$ cat src/rtl/pipe_dest_tracker_pkg.sv
// Shared types for the destination-register tracker: the pipe-entry bundle,
// the bubble value and the forwarding select encodings used by consumers.
package pipe_dest_tracker_pkg;

   localparam int REG_AW = 3;

   typedef struct packed {
      logic [REG_AW-1:0] rd;
      logic              reg_write;
      logic              mem_read;
   } pipe_entry_t;

   localparam pipe_entry_t BUBBLE = '0;

   typedef enum logic [1:0] {
      FWD_REGFILE = 2'b00,
      FWD_MEMWB   = 2'b01,
      FWD_EXMEM   = 2'b10
   } fwd_sel_e;

endpackage

$ cat src/rtl/pipe_dest_stage.sv
// One pipeline register for a destination entry; hold beats bubble beats load.
module pipe_dest_stage
   import pipe_dest_tracker_pkg::*;
(
   input  logic        clk,
   input  logic        rst,
   input  logic        hold,
   input  logic        bubble,
   input  pipe_entry_t next_entry,
   output pipe_entry_t entry
);

   always_ff @(posedge clk) begin
      if (rst) begin
         entry <= BUBBLE;
      end else if (!hold) begin
         if (bubble) begin
            entry <= BUBBLE;
         end else begin
            entry <= next_entry;
         end
      end
   end

endmodule

$ cat src/rtl/pipe_dest_tracker.sv
// Carries destination/write-enable/load flags through ID/EX, EX/MEM, MEM/WB,
// detects load-use hazards and counts stalled cycles.
module pipe_dest_tracker #(
   parameter int REG_AW       = pipe_dest_tracker_pkg::REG_AW,
   parameter int CNT_W        = 8,
   parameter int R0_HARDWIRED = 0
) (
   input  logic              Clk,
   input  logic              Rst,
   input  logic              Id_valid,
   input  logic [REG_AW-1:0] Id_rd,
   input  logic              Id_reg_write,
   input  logic              Id_mem_read,
   input  logic [REG_AW-1:0] Id_rs,
   input  logic [REG_AW-1:0] Id_rt,
   input  logic              Id_uses_rt,
   input  logic              Flush,
   input  logic              Mem_busy,
   output logic [REG_AW-1:0] Idex_rd,
   output logic              Idex_reg_write,
   output logic              Idex_mem_read,
   output logic [REG_AW-1:0] Exmem_rd,
   output logic              Exmem_reg_write,
   output logic [REG_AW-1:0] Memwb_rd,
   output logic              Memwb_reg_write,
   output logic              Stall,
   output logic [CNT_W-1:0]  Stall_count
);

   import pipe_dest_tracker_pkg::*;

   pipe_entry_t idex;
   pipe_entry_t exmem;
   pipe_entry_t memwb;
   pipe_entry_t id_entry;
   logic        load_use;

   // A load in EX whose result the decode instruction needs cannot be forwarded in time.
   assign load_use = Id_valid & idex.mem_read & idex.reg_write &
                     ((idex.rd == Id_rs) | (Id_uses_rt & (idex.rd == Id_rt)));

   assign Stall = Mem_busy | (load_use & ~Flush);

   always_comb begin
      id_entry.rd        = Id_rd;
      id_entry.reg_write = Id_reg_write & Id_valid;
      id_entry.mem_read  = Id_mem_read & Id_valid;
      if ((R0_HARDWIRED != 0) && (Id_rd == '0)) begin
         id_entry.reg_write = 1'b0;
         id_entry.mem_read  = 1'b0;
      end
   end

   pipe_dest_stage u_idex (
      .clk        (Clk),
      .rst        (Rst),
      .hold       (Mem_busy),
      .bubble     (Flush | load_use),
      .next_entry (id_entry),
      .entry      (idex)
   );

   pipe_dest_stage u_exmem (
      .clk        (Clk),
      .rst        (Rst),
      .hold       (Mem_busy),
      .bubble     (1'b0),
      .next_entry (idex),
      .entry      (exmem)
   );

   pipe_dest_stage u_memwb (
      .clk        (Clk),
      .rst        (Rst),
      .hold       (Mem_busy),
      .bubble     (1'b0),
      .next_entry (exmem),
      .entry      (memwb)
   );

   assign Idex_rd         = idex.rd;
   assign Idex_reg_write  = idex.reg_write;
   assign Idex_mem_read   = idex.mem_read;
   assign Exmem_rd        = exmem.rd;
   assign Exmem_reg_write = exmem.reg_write;
   assign Memwb_rd        = memwb.rd;
   assign Memwb_reg_write = memwb.reg_write;

   // Saturating: once all-ones the count sticks until reset.
   always_ff @(posedge Clk) begin
      if (Rst) begin
         Stall_count <= '0;
      end else if (Stall && (Stall_count != {CNT_W{1'b1}})) begin
         Stall_count <= Stall_count + 1'b1;
      end
   end

endmodule

$ cat config.mk
export PLATFORM = sky130hd
export DESIGN_NAME = pipe_dest_tracker
export DESIGN_NICKNAME = d
export VERILOG_FILES = /design/src/rtl/pipe_dest_tracker_pkg.sv /design/src/rtl/pipe_dest_stage.sv /design/src/rtl/pipe_dest_tracker.sv
export SDC_FILE = /design/constraint.sdc
export NUM_CORES = 1
export LEC_CHECK = 0
export CORE_MARGIN = 5
export CORE_UTILIZATION = 30
export CTS_CLUSTER_SIZE = 8
export DETAILED_ROUTE_END_ITERATION = 12
export GPL_TIMING_DRIVEN = 0
export MAX_ROUTING_LAYER = met4
export PLACE_DENSITY = 0.64
export SYNTH_ARGS = -nofsm -noshare
export SYNTH_HDL_FRONTEND = slang
export SYNTH_SLANG_ARGS = --single-unit
$ cat constraint.sdc
create_clock -name Clk -period 1.49 [get_ports Clk]
set_clock_uncertainty 0.05 [all_clocks]
set_input_delay 0.298 -clock Clk [delete_from_list [all_inputs] [get_ports Clk]]
set_output_delay 0.298 -clock Clk [all_outputs]
set_load 0.02 [all_outputs]
==> results by group, run 1 <==
Timing
  – F_max: 561 MHz
  – Worst rel slew slack: 69.1%
  – Minimum clock period after layout: 1780 ps
  – Pins Over Slew Limit: 0
  – Final setup violation count: 14
  – Period utilisation layout: 120%
  – Least-Margin Pin Slew: 461 ps
  – Final hold violations: 0
  – Unrepaired setup endpoints after global routing: yes
  – Setup WS post-layout: -293 ps

Setup path
  – Crit path max fanout: 4
  – Bufs and invs on worst path: 1
  – Worst Path Required: 1140 ps
  – Delay-heaviest family, CP: flip-flops
  – CP Capture Type: output port
  – Slowest cell on crit path: dfxtp_4
  – CP cell instances: xnor2_1, and4_4, o21ai_4, nand2_2, buf_6
  – Crit path largest cell delay: 390 ps
  – FF-to-FF setup slack: -260 ps
  – Critical Path Source Type: flip-flop
  – Worst EP arrival: 1430 ps
  – Crit path kind: reg2out

Die
  – Die area: 4770 um^2
  – Die H: 69.1 um
  – Die W: 69.1 um
  – I/O pin total: 39
  – Starting Density: 31.1%
  – # rows: 21
  – Core region area: 3360 um^2

Clock tree
  – Worst-Skew Late Latency: 310 ps
  – Root Buffer: clkbuf_4
  – CTS H-tree lvls: 1
  – # clock sinks: 21
  – CTS clk-pin slew, worst paths: 120 ps
  – Hold-fix buffers at CTS: 0
  – CTS tree: done
  – CTS Buffer Depth: 2
  – CTS buffer count: 3

Global routing
  – Initial antenna violation count: 0
  – Vias in the first global route: 1,000
  – First-pass GRT wire length: 4660 um
  – Total track usage: 12.2%
  – Largest net degree at the start of global routing: 13
  – GRT overflow: 0

Power and ir drop
  – Psw: 295 uW
  – Sw Share: 27.7%
  – Static Leak: 0.000746 uW
  – Combinational share of power: 17.4%
  – Worst vdd ir: 277 uV
  – Part of the power in registers: 55.5%
  – Clock Power Share: 27.1%
  – Pwr/cell area: 648 nW/um^2
  – Internal: 769 uW
  – Tot Pwr: 1060 uW

Yosys
  – Seq/Total Area, Yosys: 40.1%
  – Post-synth cell types: 31
  – FF+latch count, synth: 21
  – Synthesized Nets: 125
  – Ys Warns: 0
  – Cell Area, Synth: 1050 um^2
  – Cell count after synthesis: 107
  – Synthesized area per cell: 9.79 um^2

Layout
  – N_diodes: 0
  – Fillers: 339
  – Layout Nets: 176
  – Area grow syn2layout: 56.9%
  – Share of layout cells above drive strength 1: 31.8%
  – Fin util: 48.8%

Status
  – Outcome: finished, violations left
  – Failing checks: setup timing

Placed design
  – Dpl ws: -960 ps
  – Post-DP HPWL: 2060 um
  – Gpl congestion: 0.672
  – Port bufs: 38

Route
  – Routed via count: 958
  – Vias per cell: 4.72
  – Drt initial violations: 29
  – Final WL: 2720 um
  – # DRC: 0
  – WL per Instance: 13.4 um
  – Antenna-violating nets left: 0
  – Initial DRT Pass Iterations: 4

Min path
  – Hold crit path type: reg2reg

Run
  – Max cap viols: 0
[logic make-up after synthesis]
logic type / count (synthesis) / synth area share [%]
AND/OR/NAND/NOR: 39 / 21.6
flip-flops: 21 / 40.1
AO/OA/AOI/OAI: 18 / 14.8
multiplexers: 14 / 14.3
buffers and inverters: 8 / 2.87
XOR/XNOR: 6 / 5.02
adder cells (fa/ha/maj): 1 / 1.19
[cell usage after synthesis]
master	number	share of area, %
inv_1	5	1.8
a21oi_2	1	0.84
nor4_1	1	0.60
nor3_4	1	1.6
a22o_2	1	0.96
a211oi_1	5	3.6
and3_1	3	1.8
dfxtp_1	21	40
xor2_1	3	2.5
o21ai_0	2	0.96
nand3_1	4	1.9
nor2b_1	5	3.0
a221oi_2	1	1.4
clkbuf_1	1	0.36
nor2_1	17	6.1
buf_1	2	0.72
ha_1	1	1.2
a22o_1	2	1.7
nor4_4	1	2.0
mux2_1	4	4.3
nor3_1	1	0.48
xnor2_1	3	2.5
and4_4	1	1.1
nand2_1	4	1.4
o21a_1	2	1.4
a32o_1	2	1.9
o21ai_4	1	1.6
a21oi_1	1	0.48
mux2i_1	9	8.6
mux2_4	1	1.4
nand3_4	1	1.7
[final timing paths]
path / start / endpoint / depth (start not counted)
hold reg to reg: u_memwb.entry[4] / u_memwb.entry[4] / 2
setup / recovery: u_idex.entry[3] / Stall / 5
hold / removal: u_memwb.entry[4] / u_memwb.entry[4] / 2
setup reg to reg: u_idex.entry[2] / Stall_count[5] / 6
[power by group through the flow]
stage | registers (uW) | clock network (uW) | logic (uW)
final | 590 | 288 | 185
after global routing | 594 | 321 | 201
after CTS | 591 | 298 | 185
after detailed placement | 604 | 0 | 184
after global placement | 603 | 0 | 179
after floorplan | 616 | 0 | 77.9
[worst reg2reg max path, stage by stage (launching register included)]
cell	delay (ps)
dfxtp_4	390
xor2_2	180
nor3_4	230
o21ai_4	100
buf_6	140
a211oi_2	230
mux2_1	340
[layout by cell type (no fill, tap or decap), types with 5 or more instances in the layout]
cell type / instances
dlygate4sd2_1: 26
nor2_1: 16
clkdlybuf4s50_1: 10
mux2i_1: 9
dfxtp_1: 9
dfxtp_2: 7
buf_4: 6
dfxtp_4: 5
inv_1: 5
nor2b_1: 5
[layout make-up]
type	count	area [um^2]	share of cell area [%]
Multi-Input combinational cell	78	664	40.4
Tap cell	46	57.6	3.50
Inverter	5	18.8	1.14
Sequential cell	21	448	27.3
Clock buffer	3	22.5	1.37
Clock inverter	1	5.00	0.305
Buffer	3	15.0	0.914
Timing Repair Buffer	46	412	25.1
[repair_timing]
| action | in CTS | in global routing |
|---|---|---|
| setup buffers | 7 | 1 |
| pin swaps | 14 | 2 |
| gates resized for setup | 42 | 5 |
| hold endpoints to repair | 0 | 0 |
| endpoints found under the setup margin | 43 | 23 |
[sequential cells by signal (all words and copies together) (netlist names)]
name           count
u_idex.entry       5
u_exmem.entry      4
u_memwb.entry      4
Stall_count        8
[through the flow]
| stage | cell area, um^2 | instances | TNS, ps | hold WS [ps] |
|---|---|---|---|---|
| after floorplan | 1120 | 107 | -395 | 373 |
| after global placement | 1560 | 191 | -10700 | 424 |
| after detailed placement | 1560 | 191 | -10980 | 438 |
| after CTS | 1630 | 202 | -2460 | 464 |
| after global routing | 1640 | 203 | -3520 | 488 |
| final | 1640 | 203 | -2410 | 456 |
[routing by layer]
layer / track usage [%] / part of all wire (%)
met1: 13.6 / 44
met2: 21.3 / 50
met3: 2.62 / 4.2
met4: 4.56 / 1.7
met5: - / 0
No activity file was read; power rests on OpenSTA's default activity.
==> run 2, diff against run 1 <==
--- a/config.mk
+++ b/config.mk
@@ -11,7 +11,8 @@
 export DETAILED_ROUTE_END_ITERATION = 12
 export GPL_TIMING_DRIVEN = 0
 export MAX_ROUTING_LAYER = met4
-export PLACE_DENSITY = 0.64
+export PLACE_DENSITY = 0.62
 export SYNTH_ARGS = -nofsm -noshare
 export SYNTH_HDL_FRONTEND = slang
+export SYNTH_HIERARCHICAL = 1
 export SYNTH_SLANG_ARGS = --single-unit
==> run 2 against run 1 <==
The run still ends with setup timing left. First-iteration DRC count is 34% higher. Die area is 6.6% higher. Synthesized area is 7.8% higher. Setup slack better by 14 ps. Critical path type is now reg2reg. Critical endpoint is now Stall_count[6]. Largest cell class unchanged.
==> results by group, run 2 <==
Placed design
  – Cell total after placement: 220 (+15%)
  – Placed cell areas: 1640 um^2 (+5.0%)
  – Port bufs: 38 (unchanged)
  – Post-DP HPWL: 2150 um (+4.6%)
  – Dpl ws: -889 ps (+71.2 ps)
  – Gpl congestion: 0.773 (+15%)

Global routing
  – Global Route met3 Usage: 1.40% (-1.2 points)
  – GR Util met1: 13.2% (-0.41 points)
  – Total track usage: 11.9% (-0.36 points)
  – First-pass GRT wire length: 4740 um (+1.6%)
  – Vias in the first global route: 1,041 (+4.1%)
  – Met2 usage: 20.9% (-0.37 points)
  – GRT overflow: 0 (unchanged)
  – Initial antenna violation count: 0 (unchanged)
  – Gr busiest metal: met2
  – Largest net degree at the start of global routing: 18 (+5)

Setup path
  – Worst EP arrival: 1870 ps (+440 ps)
  – Terminus of the critical flop-to-flop path: Stall_count[6]
  – R2R cell count: 6 (unchanged)
  – Critical Path Source Type: flip-flop
  – Crit path max fanout: 4 (unchanged)
  – CP Capture Type: flip-flop
  – Worst reg2reg startpoint: u_idex/entry[2]
  – Crit path kind: reg2reg
  – Worst Path Required: 1590 ps (+450 ps)
  – FF-to-FF setup slack: -280 ps (-20 ps)

Yosys
  – Synthesized area per cell: 8.89 um^2 (-9.2%)
  – Ys Warns: 6 (+6)
  – Cell Area, Synth: 1130 um^2 (+7.8%)
  – Cell count after synthesis: 127 (+19%)

Die
  – Starting Density: 30.8% (-0.31 points)
  – # rows: 22 (+4.8%)
  – Die area: 5090 um^2 (+6.6%)
  – Die H: 71.3 um (+3.3%)
  – Core region area: 3660 um^2 (+8.9%)
  – Die W: 71.3 um (+3.3%)
  – I/O pin total: 39 (unchanged)

Route
  – # DRC: 0 (unchanged)
  – Routed via count: 1,057 (+10%)
  – Final WL: 2850 um (+4.9%)
  – Initial DRT Pass Iterations: 4 (unchanged)
  – Antenna-violating nets left: 0 (unchanged)
  – Vias per cell: 4.62 (-2.2%)
  – Drt initial violations: 39 (+34%)
  – WL per Instance: 12.5 um (-7.0%)

Power and ir drop
  – Static Leak: 0.000774 uW (+3.7%)
  – Sw Share: 25.3% (-2.5 points)
  – Worst vdd ir: 278 uV (+0.54%)
  – Tot Pwr: 1140 uW (+7.5%)
  – Internal: 854 uW (+11%)
  – Pwr/cell area: 646 nW/um^2 (-0.22%)
  – Combinational share of power: 16.1% (-1.3 points)
  – Psw: 289 uW (-2.1%)
  – Part of the power in registers: 51.1% (-4.4 points)
  – Clock Power Share: 32.7% (+5.6 points)

Clock tree
  – Hold-fix buffers at CTS: 0 (unchanged)
  – CTS tree: done
  – CTS H-tree lvls: 1 (unchanged)
  – Worst-Skew Late Latency: 260 ps (-50 ps)
  – Root Buffer: clkbuf_8
  – CTS clk-pin slew, worst paths: 70 ps (-50 ps)
  – # clock sinks: 21 (unchanged)
  – CTS Buffer Depth: 2 (unchanged)
  – CTS buffer count: 3 (unchanged)

Min path
  – Worst hold path depth: 2 (unchanged)
  – Worst min-delay path startpoint: u_memwb/entry[3]
  – Worst min-delay path endpoint: u_memwb/entry[3]
  – Hold crit path type: reg2reg

Layout
  – Reg with most FFs: Stall_count
  – N_diodes: 0 (unchanged)
  – Fillers: 372 (+9.7%)
  – Fin area: 1770 um^2 (+7.7%)
  – Fin util: 48.3% (-0.52 points)
  – Non-filler cells, final: 229 (+13%)
  – Max FFs per register: 8 (unchanged)
  – Largest registers: Stall_count: 8 flops, u_idex/entry: 5 flops
  – Share of layout cells above drive strength 1: 25.4% (-6.4 points)
  – Area grow syn2layout: 56.8% (about the same)
  – Layout Nets: 200 (+14%)
  – Most common cell after layout, fill and taps aside: dlygate4sd2_1
  – Most frequent cells in the layout: dlygate4sd2_1 (27), nand2_1 (17), a21oi_1 (14)

Run
  – Max cap viols: 0 (unchanged)

Timing
  – Final hold violations: 0 (unchanged)
  – Minimum clock period after layout: 1770 ps (-14.0 ps)
  – Final setup violation count: 14 (unchanged)
  – F_max: 565 MHz (+0.79%)
  – Unrepaired setup endpoints after global routing: yes
  – Period utilisation layout: 119% (-0.94 points)
  – Setup WS post-layout: -279 ps (+14.0 ps)
  – Pins Over Slew Limit: 0 (unchanged)

Status
  – Outcome: finished, violations left
  – Failing checks: setup timing
==> run 2: changes by cell type in the layout (fill, tap and decap cells not counted), sizes merged, moves of 8 or more <==
cell,change
or3b,+13
nand2,+15
conb,+8
mux2i,-8
nor2,-11
a21oi,+16
==> run 2: critical path: stages (launching register included) <==
cell,delay (ps)
dfxtp_4,380
xor2_4,160
nor3_4,250
buf_4,150
o211ai_1,110
a21oi_1,210
mux2_2,350
==> run 2: timing repair <==
action	in CTS	in global routing
setup buffers	5	0
pin swaps	14	12
resized for setup	38	18
endpoints found under the setup margin	35	16
==> run 2: layer usage <==
metal,vias up,wire [um],share of wire [%]
met4,0,44,1.5
met2,20,1490,52
met3,4,88,3.1
met1,495,1230,43
li1,538,-,-
met5,-,0,0
==> run 2: metrics by stage <==
| stage | TNS (ps) | hold slack [ps] |
|---|---|---|
| 6_report | -2620 | 397 |
| 5_1_grt | -3760 | 424 |
| 4_1_cts | -3390 | 403 |
| 3_5_place_dp | -10220 | 394 |
| 3_3_place_gp | -9560 | 386 |
| 2_1_floorplan | -428 | 307 |
==> run 2: power groups by stage <==
stage	Clock [uW]	Combinational, uW	Sequential [uW]
after global placement	0	181	597
after global routing	422	204	587
after detailed placement	0	186	598
after CTS	398	179	584
after floorplan	0	80.1	609
final	374	185	584
==> run 2: worst max-delay path by stage <==
stage	startpoint	endpoint	slack, ps	depth (start not counted)
global route	u_idex/entry[2]	Stall_count[6]	-330	6
CTS	u_idex/entry[2]	Stall_count[6]	-310	6
detailed placement	Id_rs[1]	Stall	-890	6
floorplan	u_idex/entry[3]	Stall_count[0]	-80	5
global placement	Id_rs[1]	Stall	-880	6
finish	u_idex/entry[2]	Stall_count[6]	-280	6
==> run 2: cell type report <==
type / instances / area [um^2] / area share, %
flip-flops and latches: 21 / 439 / 24.8
plain buffers: 4 / 37.5 / 2.12
repair buffers: 43 / 387 / 21.9
clock buffers: 4 / 45.0 / 2.55
well taps: 48 / 60.1 / 3.39
multi-input cells: 104 / 782 / 44.2
inverters: 5 / 18.8 / 1.06
